## src/rtl/lct_l1a_window_if.sv

```systemverilog
// lct_l1a_window_if: the L1A-window block's control, pulse and counter bundle.
// master = driver of the LCT/L1A stimulus and consumer of the status
// slave  = the window logic itself
interface lct_l1a_window_if #(
    parameter int CNT_W = 8
);
    logic             ce;
    logic             lct_dly;
    logic             l1a;
    logic [3:0]       win;
    logic             cnt_clr;
    logic             busy;
    logic             l1a_match;
    logic             no_l1a;
    logic             l1a_orphan;
    logic             lct_ovlp;
    logic [CNT_W-1:0] match_cnt;
    logic [CNT_W-1:0] miss_cnt;

    modport master (
        output ce, lct_dly, l1a, win, cnt_clr,
        input  busy, l1a_match, no_l1a, l1a_orphan, lct_ovlp, match_cnt, miss_cnt
    );

    modport slave (
        input  ce, lct_dly, l1a, win, cnt_clr,
        output busy, l1a_match, no_l1a, l1a_orphan, lct_ovlp, match_cnt, miss_cnt
    );
endinterface

```

## src/rtl/lct_l1a_window.sv

```systemverilog
// lct_l1a_window: opens a (WIN+1)-cycle L1A acceptance window on each delayed
// LCT, classifies it as matched / missed, and flags stray L1As and LCTs that
// land inside an already-open window. All outputs are registered.
//
// Optional feature: define MATCH_CNT_EN to build the saturating match/miss
// counters; without it MATCH_CNT/MISS_CNT read 0 and CNT_CLR is ignored.
//
// The down-counter holds the number of window edges still to come after the
// current one, so a window opened at edge k closes exactly at edge k+WIN.
// With WIN=0 the whole window is the opening edge: the verdict (match or
// miss) is produced there and the FSM never leaves IDLE, so BUSY stays low.
module lct_l1a_window #(
    parameter int CNT_W = 8
) (
    input  logic             CLK,
    input  logic             RST_N,
    lct_l1a_window_if.slave  bus
);

    typedef enum logic [1:0] {
        IDLE = 2'd0,
        OPEN = 2'd1,
        DONE = 2'd2
    } state_t;

    state_t     state_r;
    state_t     state_s;
    logic [3:0] cnt_r;
    logic [3:0] cnt_s;

    logic match_s;
    logic miss_s;
    logic orphan_s;
    logic ovlp_s;

    logic busy_r;
    logic match_r;
    logic miss_r;
    logic orphan_r;
    logic ovlp_r;

    // Next-state, down-counter and pulse decode; everything holds while CE=0.
    always_comb begin
        state_s  = state_r;
        cnt_s    = cnt_r;
        match_s  = 1'b0;
        miss_s   = 1'b0;
        orphan_s = 1'b0;
        ovlp_s   = 1'b0;
        if (bus.ce) begin
            case (state_r)
                IDLE: begin
                    if (bus.lct_dly) begin
                        if (bus.win == 4'd0) begin
                            // Single-edge window: decide right here.
                            cnt_s   = 4'd0;
                            state_s = IDLE;
                            if (bus.l1a) begin
                                match_s = 1'b1;
                            end else begin
                                miss_s = 1'b1;
                            end
                        end else begin
                            cnt_s = bus.win - 4'd1;
                            if (bus.l1a) begin
                                match_s = 1'b1;
                                state_s = DONE;
                            end else begin
                                state_s = OPEN;
                            end
                        end
                    end else if (bus.l1a) begin
                        orphan_s = 1'b1;
                    end else begin
                        state_s = IDLE;
                    end
                end
                OPEN: begin
                    ovlp_s  = bus.lct_dly;
                    match_s = bus.l1a;
                    if (cnt_r == 4'd0) begin
                        // Last edge of the window.
                        state_s = IDLE;
                        miss_s  = ~bus.l1a;
                    end else begin
                        cnt_s   = cnt_r - 4'd1;
                        state_s = bus.l1a ? DONE : OPEN;
                    end
                end
                DONE: begin
                    // Already matched: run the window out at fixed length.
                    ovlp_s   = bus.lct_dly;
                    orphan_s = bus.l1a;
                    if (cnt_r == 4'd0) begin
                        state_s = IDLE;
                    end else begin
                        cnt_s = cnt_r - 4'd1;
                    end
                end
                default: begin
                    state_s = IDLE;
                    cnt_s   = 4'd0;
                end
            endcase
        end else begin
            state_s = state_r;
            cnt_s   = cnt_r;
        end
    end

    // FSM state and window down-counter registers.
    always_ff @(posedge CLK or negedge RST_N) begin
        if (!RST_N) begin
            state_r <= IDLE;
            cnt_r   <= 4'd0;
        end else begin
            state_r <= state_s;
            cnt_r   <= cnt_s;
        end
    end

    // Registered status and one-cycle pulse outputs.
    always_ff @(posedge CLK or negedge RST_N) begin
        if (!RST_N) begin
            busy_r   <= 1'b0;
            match_r  <= 1'b0;
            miss_r   <= 1'b0;
            orphan_r <= 1'b0;
            ovlp_r   <= 1'b0;
        end else begin
            busy_r   <= (state_s != IDLE);
            match_r  <= match_s;
            miss_r   <= miss_s;
            orphan_r <= orphan_s;
            ovlp_r   <= ovlp_s;
        end
    end

    assign bus.busy       = busy_r;
    assign bus.l1a_match  = match_r;
    assign bus.no_l1a     = miss_r;
    assign bus.l1a_orphan = orphan_r;
    assign bus.lct_ovlp   = ovlp_r;

`ifdef MATCH_CNT_EN
    logic [CNT_W-1:0] match_cnt_r;
    logic [CNT_W-1:0] miss_cnt_r;

    // Saturating increment: all-ones is sticky.
    function automatic logic [CNT_W-1:0] sat_inc(input logic [CNT_W-1:0] val);
        if (&val) begin
            sat_inc = val;
        end else begin
            sat_inc = val + {{(CNT_W-1){1'b0}}, 1'b1};
        end
    endfunction

    // Match/miss counters; a clear beats an increment on the same edge.
    always_ff @(posedge CLK or negedge RST_N) begin
        if (!RST_N) begin
            match_cnt_r <= {CNT_W{1'b0}};
            miss_cnt_r  <= {CNT_W{1'b0}};
        end else if (bus.ce && bus.cnt_clr) begin
            match_cnt_r <= {CNT_W{1'b0}};
            miss_cnt_r  <= {CNT_W{1'b0}};
        end else begin
            if (match_s) begin
                match_cnt_r <= sat_inc(match_cnt_r);
            end else begin
                match_cnt_r <= match_cnt_r;
            end
            if (miss_s) begin
                miss_cnt_r <= sat_inc(miss_cnt_r);
            end else begin
                miss_cnt_r <= miss_cnt_r;
            end
        end
    end

    assign bus.match_cnt = match_cnt_r;
    assign bus.miss_cnt  = miss_cnt_r;
`else
    logic unused_cnt_clr;

    assign unused_cnt_clr = bus.cnt_clr;
    assign bus.match_cnt  = {CNT_W{1'b0}};
    assign bus.miss_cnt   = {CNT_W{1'b0}};
`endif

endmodule

```

## src/flat_wrapper.sv

```systemverilog
// flat-port wrapper written by rule: the top's interface ports become plain ports
module lct_l1a_window_flat 
#(
    parameter int CNT_W = 8
)
  (CLK, RST_N, bus_ce, bus_lct_dly, bus_l1a, bus_win, bus_cnt_clr, bus_busy, bus_l1a_match, bus_no_l1a, bus_l1a_orphan, bus_lct_ovlp, bus_match_cnt, bus_miss_cnt);
  lct_l1a_window_if #(.CNT_W(CNT_W)) bus_i ();
  input  logic CLK;
  input  logic RST_N;
  input wire logic [$bits(bus_i.ce)-1:0] bus_ce;
  input wire logic [$bits(bus_i.lct_dly)-1:0] bus_lct_dly;
  input wire logic [$bits(bus_i.l1a)-1:0] bus_l1a;
  input wire logic [$bits(bus_i.win)-1:0] bus_win;
  input wire logic [$bits(bus_i.cnt_clr)-1:0] bus_cnt_clr;
  output wire logic [$bits(bus_i.busy)-1:0] bus_busy;
  output wire logic [$bits(bus_i.l1a_match)-1:0] bus_l1a_match;
  output wire logic [$bits(bus_i.no_l1a)-1:0] bus_no_l1a;
  output wire logic [$bits(bus_i.l1a_orphan)-1:0] bus_l1a_orphan;
  output wire logic [$bits(bus_i.lct_ovlp)-1:0] bus_lct_ovlp;
  output wire logic [$bits(bus_i.match_cnt)-1:0] bus_match_cnt;
  output wire logic [$bits(bus_i.miss_cnt)-1:0] bus_miss_cnt;
  assign bus_i.ce = bus_ce;
  assign bus_i.lct_dly = bus_lct_dly;
  assign bus_i.l1a = bus_l1a;
  assign bus_i.win = bus_win;
  assign bus_i.cnt_clr = bus_cnt_clr;
  assign bus_busy = bus_i.busy;
  assign bus_l1a_match = bus_i.l1a_match;
  assign bus_no_l1a = bus_i.no_l1a;
  assign bus_l1a_orphan = bus_i.l1a_orphan;
  assign bus_lct_ovlp = bus_i.lct_ovlp;
  assign bus_match_cnt = bus_i.match_cnt;
  assign bus_miss_cnt = bus_i.miss_cnt;
  lct_l1a_window #(.CNT_W(CNT_W)) u_core (.CLK(CLK), .RST_N(RST_N), .bus(bus_i));
endmodule
```

## config.mk

```make
export PLATFORM = sky130hd
export DESIGN_NAME = lct_l1a_window_flat
export DESIGN_NICKNAME = d
export VERILOG_FILES = /design/src/rtl/lct_l1a_window_if.sv /design/src/rtl/lct_l1a_window.sv /design/src/flat_wrapper.sv
export SDC_FILE = /design/constraint.sdc
export NUM_CORES = 1
export LEC_CHECK = 0
export CAP_MARGIN = 40
export CORE_MARGIN = 2
export CORE_UTILIZATION = 38
export CTS_CLUSTER_SIZE = 24
export DETAILED_ROUTE_END_ITERATION = 10
export PLACE_DENSITY = 0.82
export SYNTH_ARGS = -nofsm -noshare
export SYNTH_HDL_FRONTEND = slang
export SYNTH_SLANG_ARGS = --single-unit
```

## constraint.sdc

```tcl
create_clock -name CLK -period 1.44 [get_ports CLK]
set_input_delay 0.36 -clock CLK [delete_from_list [all_inputs] [get_ports CLK]]
set_output_delay 0.36 -clock CLK [all_outputs]
set_load 0.02 [all_outputs]
```

==> results by group, run 1 <==
Pwr
  – Gate power share: 71.4%
  – Portion of total power attributed to sequential cells: roughly 20%
  – Highest ir drop seen on vdd: 0.001046 V
  – Power per standard cell area: 2003 nW/um2
  – Lkg Pwr: 0.6595 nW
  – Overall power: about 2.6 mW
  – Switching share of power: 43.75%
  – Internal cell power: 1.482 mW
  – Clock power share: 8.5%
  – Switching component of the power: 1.152 mW

Synthesis
  – Synthesized area per cell: 8.963 um2
  – Combinational family with the most area after synthesis: simple AND/OR/NAND/NOR gates
  – Multiplexer share of the synthesized area: approximately 3.4%
  – Sequential element share of the synthesized area: a little under a third
  – Synth top area cells: sky130_fd_sc_hd__dfrtp_1 31%, sky130_fd_sc_hd__buf_4 14%, sky130_fd_sc_hd__ha_1 8.5%
  – Complex-gate fraction of the synthesized area: 14.96%
  – Gate count after technology mapping: 98
  – Portion of synthesized cell area occupied by the leading cell type: 31.34%
  – Synthesized-area fraction occupied by xor and xnor cells: 0.9972%
  – Yosys warning count: 0
  – Adder-Cell Fraction of Synth Area: approximately 8.5%
  – Post-Syn Area: 878.3 um2
  – Flop and latch count out of synthesis: 11
  – Largest area contributor in the netlist: sky130_fd_sc_hd__dfrtp_1
  – Cell variety after synth: 31
  – Post-Synth Simple-Gate Area: 20.66%

Timing
  – Final hold violation count: 0
  – Final Max Slew Viols: 0
  – Setup repair after global routing missed its margin: yes
  – Slew HR: around 66%
  – Final Worst Setup Slack: -17.81 ps
  – Setup clock skew after layout: 10.81 ps
  – Crit path time final: 1458 ps
  – Summed negative setup slack over all endpoints: -17.81 ps
  – Share of the clock period used by the worst path: 101.2%
  – Highest clock frequency the design can meet: roughly 690 MHz
  – Worst-Margin Slew: 513.8 ps
  – Final count of negative-setup-slack endpoints: 1
  – Hold slack final: 414.3 ps

Finish
  – Final standard cell utilization of the core: 60.02%
  – Final instance area: ~1300 um2
  – Fill cells: 174
  – Most frequent standard cell in the layout excluding fill and tap cells: sky130_fd_sc_hd__buf_4
  – Count of inserted antenna diode cells: 0
  – Most used cells in the layout excluding fill and tap cells: 22 x sky130_fd_sc_hd__buf_4, 16 x sky130_fd_sc_hd__conb_1, 11 x sky130_fd_sc_hd__dfrtp_1
  – Proportion of layout cells with a drive suffix above 1: 39.71%
  – Nets: 153
  – P&R area growth vs syn: 49.72%
  – Number of cells in the finished layout apart from fillers: 164

Critical path
  – Data arrival, critical path: 1630 ps
  – Type of element capturing the critical path: flip-flop
  – Crit-path max FO: 4
  – Critical path start-end classification: flip-flop to flip-flop
  – Worst setup SP type: flip-flop
  – Data required time of the critical path: 1610 ps

Floorplanning
  – I/O pin cnt: 31
  – Effective utilization at floorplan: 40.09%
  – Standard-cell rows: 17
  – Floorplan die height: 52.08 um
  – Width of the chip: ~52 um
  – Placeable core area: 2191 um2
  – Die area: 2712 um2

Global route
  – Maximum number of pins on one net before global-route repair: 12
  – Global-route usage over all layers: 17.16%
  – Number of antenna violations at the first check in global routing: 0
  – Gr ovfl total: 0
  – Vias in the first global route: between 700 and 800
  – First-pass GRT wire length: 3.463 mm

Route
  – TritonRoute pass-1 iters: 4
  – Total wire length: between 2 and 2.5 mm
  – Wire per inst: 14.18 um
  – Detail Route Antenna Nets: 0
  – Post-route DRC violation count: 0
  – Number of violations reported at the end of detailed-routing iteration 0: 29
  – Number of vias per cell: approximately 5.0
  – Total number of vias: 812

Hold path
  – Worst min-delay path category: input pin to asynchronous set/reset pin

Placement
  – Routability cong.: 0.8834
  – Buffers added on ports: 13
  – Setup Slack @ Placement: -402.2 ps
  – Detailed placer's ending HPWL: 1.631 mm
  – Cell area after placement: about 1100 um2
  – Cells after DPL: between 150 and 200

Clock network
  – Hold_buf cts: 0
  – Clock latency reported for the late side of the worst-skew pair: 280 ps
  – Clock slew at the register clock pins of the worst setup and hold paths: around 80 ps
  – H-tree level count: 1
  – Number of clock buffers inserted by TritonCTS: 3
  – CTS Buffer Depth: 2
  – CTS tree: built
  – TritonCTS Sinks: 11
  – CTS root buffer: sky130_fd_sc_hd__clkbuf_4

Run status
  – Status: finished with violations
  – Failing checks: setup timing

Run
  – Count of max-cap constraint violations: 0
## path summary, 6_finish.rpt
path | start | to | slack [ps] | cells past startpoint
max in group asynchronous | RST_N | u_core.state_r[1]$_DFF_PN0_ | 670 | 1
setup reg to reg | u_core.cnt_r[0]$_DFFE_PN0P_ | u_core.cnt_r[2]$_DFFE_PN0P_ | -20 | 6
min in group CLK | u_core.cnt_r[0]$_DFFE_PN0P_ | u_core.cnt_r[0]$_DFFE_PN0P_ | 630 | 3
hold / removal | RST_N | u_core.bus.lct_ovlp$_DFF_PN0_ | 410 | 1
hold reg to reg | u_core.cnt_r[0]$_DFFE_PN0P_ | u_core.cnt_r[0]$_DFFE_PN0P_ | 630 | 3
setup / recovery | u_core.cnt_r[0]$_DFFE_PN0P_ | u_core.cnt_r[2]$_DFFE_PN0P_ | -20 | 6
## layer usage
layer | share of wire (%) | vias up | GRT usage, %
met1 | 40 | 374 | 19.18
met2 | 50 | 40 | 31.01
li1 | - | 391 | -
met3 | 6.3 | 7 | 2.011
met4 | 2.8 | 0 | 9.649
met5 | 0 | - | 0
## power groups by stage
stage / logic [mW] / clock network [mW] / registers (mW)
after floorplan: 0.787 / 0 / 0.563
after global placement: 1.31 / 0 / 0.507
after detailed placement: 1.38 / 0 / 0.518
after CTS: 1.51 / 0.220 / 0.526
after global routing: 2.00 / 0.236 / 0.543
final: 1.88 / 0.223 / 0.531
## cell usage after synthesis
cell,number
sky130_fd_sc_hd__nor3_1,6
sky130_fd_sc_hd__a2bb2oi_1,1
sky130_fd_sc_hd__nor3b_1,1
sky130_fd_sc_hd__a211o_1,2
sky130_fd_sc_hd__conb_1,1
sky130_fd_sc_hd__nand4bb_1,2
sky130_fd_sc_hd__and3b_1,1
sky130_fd_sc_hd__buf_6,1
sky130_fd_sc_hd__xnor2_1,1
sky130_fd_sc_hd__nand2b_2,1
sky130_fd_sc_hd__nand2_1,6
sky130_fd_sc_hd__and2b_1,1
sky130_fd_sc_hd__mux2i_1,3
sky130_fd_sc_hd__nand2b_1,2
sky130_fd_sc_hd__a21oi_1,4
sky130_fd_sc_hd__o22ai_1,3
sky130_fd_sc_hd__dfrtp_1,11
sky130_fd_sc_hd__nor2_1,2
sky130_fd_sc_hd__ha_1,6
sky130_fd_sc_hd__buf_4,16
sky130_fd_sc_hd__a32o_1,2
sky130_fd_sc_hd__o21ai_1,2
sky130_fd_sc_hd__nor3b_2,2
sky130_fd_sc_hd__inv_1,11
sky130_fd_sc_hd__nand2_2,1
sky130_fd_sc_hd__o311ai_1,1
sky130_fd_sc_hd__nor2b_1,1
sky130_fd_sc_hd__o21ai_0,2
sky130_fd_sc_hd__and3_1,1
sky130_fd_sc_hd__a32oi_1,2
sky130_fd_sc_hd__nand3_1,2
## worst max-delay path, stage by stage, from the launching register on
cell	delay, ps
sky130_fd_sc_hd__dfrtp_1	370
sky130_fd_sc_hd__inv_2	60
sky130_fd_sc_hd__ha_4	170
sky130_fd_sc_hd__and3b_1	190
sky130_fd_sc_hd__a32oi_2	220
sky130_fd_sc_hd__nor3_1	60
sky130_fd_sc_hd__a211o_1	280
## sequential cells by signal (all words and copies together) (netlist names)
register	count
u_core.bus.no_l1a	1
u_core.bus.l1a_match	1
u_core.bus.l1a_orphan	1
u_core.bus.lct_ovlp	1
u_core.state_r	2
u_core.bus.busy	1
u_core.cnt_r	4
## timing repair
item                       in CTS  in global routing
pin swaps                       1                 14
resized for setup              14                 24
setup endpoints to repair      13                  8
buffers inserted                0                  3
## layout make-up
| type | count | area [um2] | share of cell area [%] |
|---|---|---|---|
| Multi-Input combinational cell | 74 | 630.6 | 47.95 |
| Timing Repair Buffer | 36 | 304.0 | 23.12 |
| Tap cell | 28 | 35.03 | 2.664 |
| Inverter | 11 | 43.79 | 3.330 |
| Clock buffer | 4 | 26.28 | 1.998 |
| Sequential cell | 11 | 275.3 | 20.93 |
## logic make-up (layout without fill, tap and decap cells)
family,count (synthesis),in the layout
multiplexers,3,3
other,1,16
AND/OR/NAND/NOR,29,29
buffers and inverters,28,51
AO/OA/AOI/OAI,19,19
flip-flops,11,11
adder cells (fa/ha/maj),6,6
XOR/XNOR,1,1
No activity file was read; power rests on OpenSTA's default activity.
==> run 2: changes to the inputs <==
Settings changed: CORE_MARGIN 2 to not set.
==> results by group, run 2 (synthesis gave the netlist of run 1 again) <==
Run status
  – Status: finished with violations
  – Failing checks: setup timing

Timing
  – Final Worst Setup Slack: -67.73 ps (-49.91 ps)
  – Crit path time final: 1508 ps (+49.91 ps)
  – Final count of negative-setup-slack endpoints: 5 (+4)
  – Highest clock frequency the design can meet: 663.3 MHz (-3.3%)
  – Worst-Margin Slew: 516.9 ps (+3.050 ps)
  – Final Max Slew Viols: 0 (unchanged)
  – Share of the clock period used by the worst path: 104.7% (+3.5 points)
  – Setup clock skew after layout: 9.231 ps (-1.582 ps)
  – Final hold violation count: 0 (unchanged)
  – Setup repair after global routing missed its margin: yes
  – Slew HR: 65.44% (-0.20 points)
  – Summed negative setup slack over all endpoints: -194.1 ps (-176.3 ps)

Route
  – Number of vias per cell: 5.415 (+9.4%)
  – Number of violations reported at the end of detailed-routing iteration 0: 22 (-24%)
  – Met3 routed WL: 194 um (+32%)
  – Total length of routed met2 wires: 1.341 mm (+15%)
  – Total number of vias: 888 (+9.4%)
  – Topmost layer with routed signal wires: met4
  – Wire per inst: 15.74 um (+11%)
  – Detail Route Antenna Nets: 0 (unchanged)
  – TritonRoute pass-1 iters: 5 (+1)
  – Wl on met1: 912 um (-3.0%)
  – Total wire length: 2.581 mm (+11%)
  – Post-route DRC violation count: 0 (unchanged)

Placement
  – Detailed placer's ending HPWL: 1.556 mm (-4.6%)
  – Cell area after placement: 1124 um2 (-0.66%)
  – Buffers added on ports: 13 (unchanged)
  – Routability cong.: 0.8695 (-1.6%)

Critical path
  – Critical path's slowest cell: sky130_fd_sc_hd__dfrtp_1
  – Data required time of the critical path: 1610 ps (about the same)
  – Critical path start-end classification: flip-flop to flip-flop
  – Start point of the critical path: u_core.cnt_r[1]$_DFFE_PN0P_
  – Crit-path max FO: 4 (unchanged)
  – Worst reg-to-reg path cell count: 7 (+1)
  – Worst setup SP type: flip-flop
  – Register-to-register setup slack: -70 ps (-50 ps)
  – Number of buffer and inverter stages on the critical path: 2 (+1)
  – Cells along the critical path: inv_2 > ha_4 > buf_4 > nand4bb_4 > nand3_1 > nor3_1 > a211o_1
  – Path length in cells of the critical path: 7 (+1)
  – Beginning of the worst register-to-register path: u_core.cnt_r[1]$_DFFE_PN0P_
  – Reg-to-Reg End: u_core.cnt_r[3]$_DFFE_PN0P_
  – Data arrival, critical path: 1680 ps (+50 ps)
  – Family with the most delay on the worst path: flip-flops
  – Type of element capturing the critical path: flip-flop
  – Largest stage delay on the critical path: 420 ps (+50 ps)
  – Setup crit end: u_core.cnt_r[3]$_DFFE_PN0P_

Global route
  – Global-route usage over all layers: 20.27% (+3.1 points)
  – First-pass GRT wire length: 3.684 mm (+6.4%)
  – Gr ovfl total: 0 (unchanged)
  – Number of antenna violations at the first check in global routing: 0 (unchanged)
  – Maximum number of pins on one net before global-route repair: 12 (unchanged)
  – Vias in the first global route: 829 (+6.3%)

Pwr
  – Lkg Pwr: 0.6260 nW (-5.1%)
  – Power per standard cell area: 1980 nW/um2 (-1.2%)
  – Overall power: 2.517 mW (-4.5%)
  – Highest ir drop seen on vdd: 0.0008091 V (-23%)

Finish
  – Biggest registers after layout: u_core.cnt_r (4), u_core.state_r (2)
  – Final standard cell utilization of the core: 58.02% (-2.0 points)
  – Area taken by flip-flops and latches: 275.3 um2 (unchanged)
  – Most frequent standard cell in the layout excluding fill and tap cells: sky130_fd_sc_hd__buf_4
  – Count of inserted antenna diode cells: 0 (unchanged)
  – P&R area growth vs syn: 44.73%
  – Final instance area: 1271 um2 (-3.3%)
  – Max FFs per register: 4 (unchanged)
  – Proportion of layout cells with a drive suffix above 1: 33.82% (-5.9 points)
  – Nets: 153 (unchanged)
  – Area of the multi-input gates: 595.6 um2 (-5.6%)
  – Most used cells in the layout excluding fill and tap cells: 22 x sky130_fd_sc_hd__buf_4, 16 x sky130_fd_sc_hd__conb_1, 11 x sky130_fd_sc_hd__dfrtp_1
  – Largest Register: u_core.cnt_r
  – Fill cells: 195 (+12%)

Floorplanning
  – Die area: 2508 um2 (-7.5%)
  – Floorplan die height: 50.08 um (-3.8%)
  – Width of the chip: 50.08 um (-3.8%)
  – Standard-cell rows: 17 (unchanged)
  – Effective utilization at floorplan: 40.09% (unchanged)
  – Placeable core area: 2191 um2 (unchanged)
  – I/O pin cnt: 31 (unchanged)

Run
  – Count of max-cap constraint violations: 0 (unchanged)

Clock network
  – H-tree level count: 1 (unchanged)
  – Number of clock buffers inserted by TritonCTS: 3 (unchanged)
  – Clock slew at the register clock pins of the worst setup and hold paths: 80 ps (about the same)
  – TritonCTS Sinks: 11 (unchanged)
  – CTS Buffer Depth: 2 (unchanged)
  – CTS tree: built
  – Clock latency reported for the late side of the worst-skew pair: 290 ps (about the same)
  – CTS root buffer: sky130_fd_sc_hd__clkbuf_4

Hold path
  – Worst min-delay path category: input pin to asynchronous set/reset pin
==> run 2: changes by cell type in the layout (fill, tap and decap cells not counted), moves of 2 or more <==
cell | before | now
sky130_fd_sc_hd__dlymetal6s2s_1 | 2 | 0
sky130_fd_sc_hd__a32oi_1 | 0 | 2
sky130_fd_sc_hd__inv_1 | 5 | 7
sky130_fd_sc_hd__a32oi_2 | 2 | 0
==> run 2: worst min path at each step <==
stage	slack (ps)	endpoint
2_1_floorplan	60	u_core.bus.busy$_DFF_PN0_
3_3_place_gp	510	u_core.cnt_r[1]$_DFFE_PN0P_
3_5_place_dp	530	u_core.cnt_r[1]$_DFFE_PN0P_
4_1_cts	440	u_core.bus.l1a_orphan$_DFF_PN0_
5_1_grt	470	u_core.bus.l1a_match$_DFF_PN0_
6_report	410	u_core.bus.l1a_orphan$_DFF_PN0_
==> run 2: layer usage <==
layer,up-vias,global-route usage (%)
met5,-,0
met4,0,13.81
met3,17,3.704
met2,63,35.56
met1,419,21.58
li1,389,-
==> run 2: cell type report <==
| type | count | share of cell area, % |
|---|---|---|
| timing repair buffer | 36 | 23.43 |
| tap | 28 | 2.756 |
| inverter | 11 | 3.248 |
| multi-input combinational | 74 | 46.85 |
| sequential | 11 | 21.65 |
| clock buffer | 4 | 2.067 |
==> run 2: power breakdown <==
group,internal (mW),switching (mW),total [mW]
sequential,0.420,0.112,0.533
combinational,0.867,0.884,1.75
clock,0.108,0.124,0.232
==> run 2: repair_timing <==
| item | CTS | global route |
|---|---|---|
| hold buffers | 0 | 0 |
| setup buffers | 1 | 3 |
| resized for setup | 14 | 15 |
| setup endpoints to repair | 13 | 8 |
| pin swaps | 8 | 5 |
==> run 2: per-stage QoR <==
stage	cells	worst slack, ps	hold WS (ps)
after floorplan	113	6.358	64.41
after global placement	156	-354.4	505.7
after detailed placement	156	-435.4	525.7
after CTS	161	-19.75	442.3
after global routing	164	-125.9	470.4
final	164	-67.73	407.4
==> run 3: changes to the inputs <==
Settings changed: CTS_BUF_LIST set to sky130_fd_sc_hd__clkbuf_8 sky130_fd_sc_hd__clkbuf_16.
==> results by group, run 3 (synthesis gave the netlist of run 1 again) <==
Finish
  – Area taken by flip-flops and latches: 275.3 um2 (unchanged)
  – Biggest registers after layout: u_core.cnt_r (4), u_core.state_r (2)
  – Largest Register: u_core.cnt_r
  – Proportion of layout cells with a drive suffix above 1: 38.24% (+4.4 points)
  – Nets: 153 (unchanged)
  – Area of the multi-input gates: 620.6 um2 (+4.2%)
  – Number of cells in the finished layout apart from fillers: 164 (unchanged)
  – Most frequent standard cell in the layout excluding fill and tap cells: sky130_fd_sc_hd__buf_4
  – P&R area growth vs syn: 50.00%
  – Max FFs per register: 4 (unchanged)
  – Count of inserted antenna diode cells: 0 (unchanged)
  – Most used cells in the layout excluding fill and tap cells: 22 x sky130_fd_sc_hd__buf_4, 16 x sky130_fd_sc_hd__conb_1, 11 x sky130_fd_sc_hd__dfrtp_1
  – Fill cells: 176 (-9.7%)

Critical path
  – Most frequent cell on the critical path: sky130_fd_sc_hd__a21oi_2
  – Data required time of the critical path: 1560 ps (-50 ps)
  – Cells along the critical path: inv_2 > ha_4 > nor3b_4 > buf_6 > a21oi_2 > a21oi_2 > o22ai_1
  – Worst setup SP type: flip-flop
  – Number of buffer and inverter stages on the critical path: 2 (unchanged)
  – Largest stage delay on the critical path: 400 ps (-20 ps)
  – Data arrival, critical path: 1580 ps (-100 ps)
  – Family with the most delay on the worst path: flip-flops
  – Type of element capturing the critical path: flip-flop
  – Crit-path max FO: 4 (unchanged)
  – Register-to-register setup slack: -20 ps (+50 ps)
  – Critical path's slowest cell: sky130_fd_sc_hd__dfrtp_1
  – Critical path start-end classification: flip-flop to flip-flop

Route
  – TritonRoute pass-1 iters: 7 (+2)
  – Number of vias per cell: 5.232 (-3.4%)
  – Wire per inst: 15.79 um (+0.31%)
  – Total wire length: 2.589 mm (+0.31%)
  – Total number of vias: 858 (-3.4%)
  – Number of violations reported at the end of detailed-routing iteration 0: 25 (+14%)
  – Post-route DRC violation count: 0 (unchanged)
  – Detail Route Antenna Nets: 0 (unchanged)

Clock network
  – CTS Buffer Depth: 2 (unchanged)
  – CTS root buffer: sky130_fd_sc_hd__clkbuf_8
  – Clock slew at the register clock pins of the worst setup and hold paths: 50 ps (-30 ps)
  – H-tree level count: 1 (unchanged)
  – TritonCTS Sinks: 11 (unchanged)
  – Clock latency reported for the late side of the worst-skew pair: 240 ps (-50 ps)
  – Number of clock buffers inserted by TritonCTS: 3 (unchanged)
  – CTS tree: built

Run status
  – Status: finished with violations
  – Failing checks: setup timing

Floorplanning
  – I/O pin cnt: 31 (unchanged)
  – Floorplan die height: 50.08 um (unchanged)
  – Die area: 2508 um2 (unchanged)
  – Placeable core area: 2191 um2 (unchanged)
  – Effective utilization at floorplan: 40.09% (unchanged)
  – Width of the chip: 50.08 um (unchanged)
  – Standard-cell rows: 17 (unchanged)

Global route
  – First-pass GRT wire length: 3.484 mm (-5.4%)
  – Vias in the first global route: 777 (-6.3%)
  – Gr ovfl total: 0 (unchanged)
  – Maximum number of pins on one net before global-route repair: 12 (unchanged)
  – Number of antenna violations at the first check in global routing: 0 (unchanged)
  – Global-route usage over all layers: 18.86% (-1.4 points)

Placement
  – Routability cong.: 0.8695 (unchanged)
  – Detailed placer's ending HPWL: 1.556 mm (unchanged)
  – Buffers added on ports: 13 (unchanged)
  – Setup Slack @ Placement: -435.4 ps (unchanged)
  – Cells after DPL: 156 (unchanged)

Pwr
  – Clock power share: 12.2% (+3.0 points)
  – Switching component of the power: 1.130 mW (+0.81%)
  – Power per standard cell area: 1969 nW/um2 (-0.54%)
  – Internal cell power: 1.464 mW (+4.9%)
  – Lkg Pwr: 0.6535 nW (+4.4%)
  – Highest ir drop seen on vdd: 0.0009041 V (+12%)
  – Portion of total power attributed to sequential cells: 20.4% (-0.8 points)
  – Switching share of power: 43.56% (-0.98 points)
  – Gate power share: 67.4% (-2.2 points)
  – Overall power: 2.594 mW (+3.1%)

Timing
  – Worst-Margin Slew: 518.4 ps (+1.592 ps)
  – Hold slack final: 461.8 ps (+54.39 ps)
  – Final count of negative-setup-slack endpoints: 3 (-2)
  – Setup clock skew after layout: 0.7021 ps (-8.529 ps)
  – Final Worst Setup Slack: -19.95 ps (+47.78 ps)
  – Share of the clock period used by the worst path: 101.4% (-3.3 points)
  – Slew HR: 65.33% (-0.11 points)
  – Summed negative setup slack over all endpoints: -42.98 ps (+151.2 ps)
  – Final Max Slew Viols: 0 (unchanged)
  – Crit path time final: 1460 ps (-47.78 ps)
  – Final hold violation count: 0 (unchanged)
  – Highest clock frequency the design can meet: 685.0 MHz (+3.3%)
  – Setup repair after global routing missed its margin: yes

Hold path
  – Worst min-delay path category: input pin to asynchronous set/reset pin

Run
  – Count of max-cap constraint violations: 0 (unchanged)
==> run 3: worst register-to-register path, stage by stage, from the launching register on <==
cell and delay [ps]:
sky130_fd_sc_hd__dfrtp_1 400, sky130_fd_sc_hd__inv_2 80, sky130_fd_sc_hd__ha_4 170, sky130_fd_sc_hd__nor3b_4 300
sky130_fd_sc_hd__buf_6 150, sky130_fd_sc_hd__a21oi_2 40, sky130_fd_sc_hd__a21oi_2 110, sky130_fd_sc_hd__o22ai_1 90
==> run 3: final cells by class <==
| class | count | area share (%) |
|---|---|---|
| sequential | 11 | 20.89 |
| multi-input combinational | 74 | 47.10 |
| clock inverter | 1 | 0.2849 |
| clock buffer | 3 | 3.134 |
| timing repair buffer | 36 | 22.79 |
| tap | 28 | 2.659 |
| inverter | 11 | 3.134 |
==> run 3: per-stage QoR <==
stage	util [%]	cell area [um2]
detailed placement	51.29	1124
floorplan	-	947.2
CTS	55.74	1221
global placement	51.29	1124
finish	60.14	1318
global route	60.14	1318
==> run 3: what timing repair did <==
item | 4_1_cts | 5_1_grt
endpoints found under the hold margin | 0 | 0
pin swaps | 4 | 11
hold buffers | 0 | 0
setup endpoints to repair | 13 | 8
buffers inserted | 0 | 4
gates cloned | 0 | 0
gates resized for setup | 18 | 17
==> run 3: per-layer routing <==
metal	GRT usage (%)	share of wire, %	up-vias
met5	0	0	-
met4	9.524	5.1	0
met3	1.852	5.3	14
met2	35.11	53	54
met1	20.64	36	406
li1	-	-	384
==> run 3: final timing paths <==
path	start	end	depth (start not counted)
setup reg to reg	u_core.cnt_r[1]$_DFFE_PN0P_	u_core.bus.busy$_DFF_PN0_	7
max in group asynchronous	RST_N	u_core.state_r[0]$_DFF_PN0_	1
hold reg to reg	u_core.cnt_r[0]$_DFFE_PN0P_	u_core.cnt_r[0]$_DFFE_PN0P_	3
min in group CLK	u_core.cnt_r[0]$_DFFE_PN0P_	u_core.cnt_r[0]$_DFFE_PN0P_	3
hold / removal	RST_N	u_core.bus.l1a_orphan$_DFF_PN0_	1
setup / recovery	u_core.cnt_r[1]$_DFFE_PN0P_	u_core.bus.busy$_DFF_PN0_	7
==> run 3: power groups by stage <==
stage	clock network (mW)	logic, mW	registers (mW)
after floorplan	0	0.787	0.563
after global placement	0	1.25	0.509
after detailed placement	0	1.29	0.517
after CTS	0.314	1.47	0.520
after global routing	0.319	1.86	0.534
final	0.316	1.75	0.530
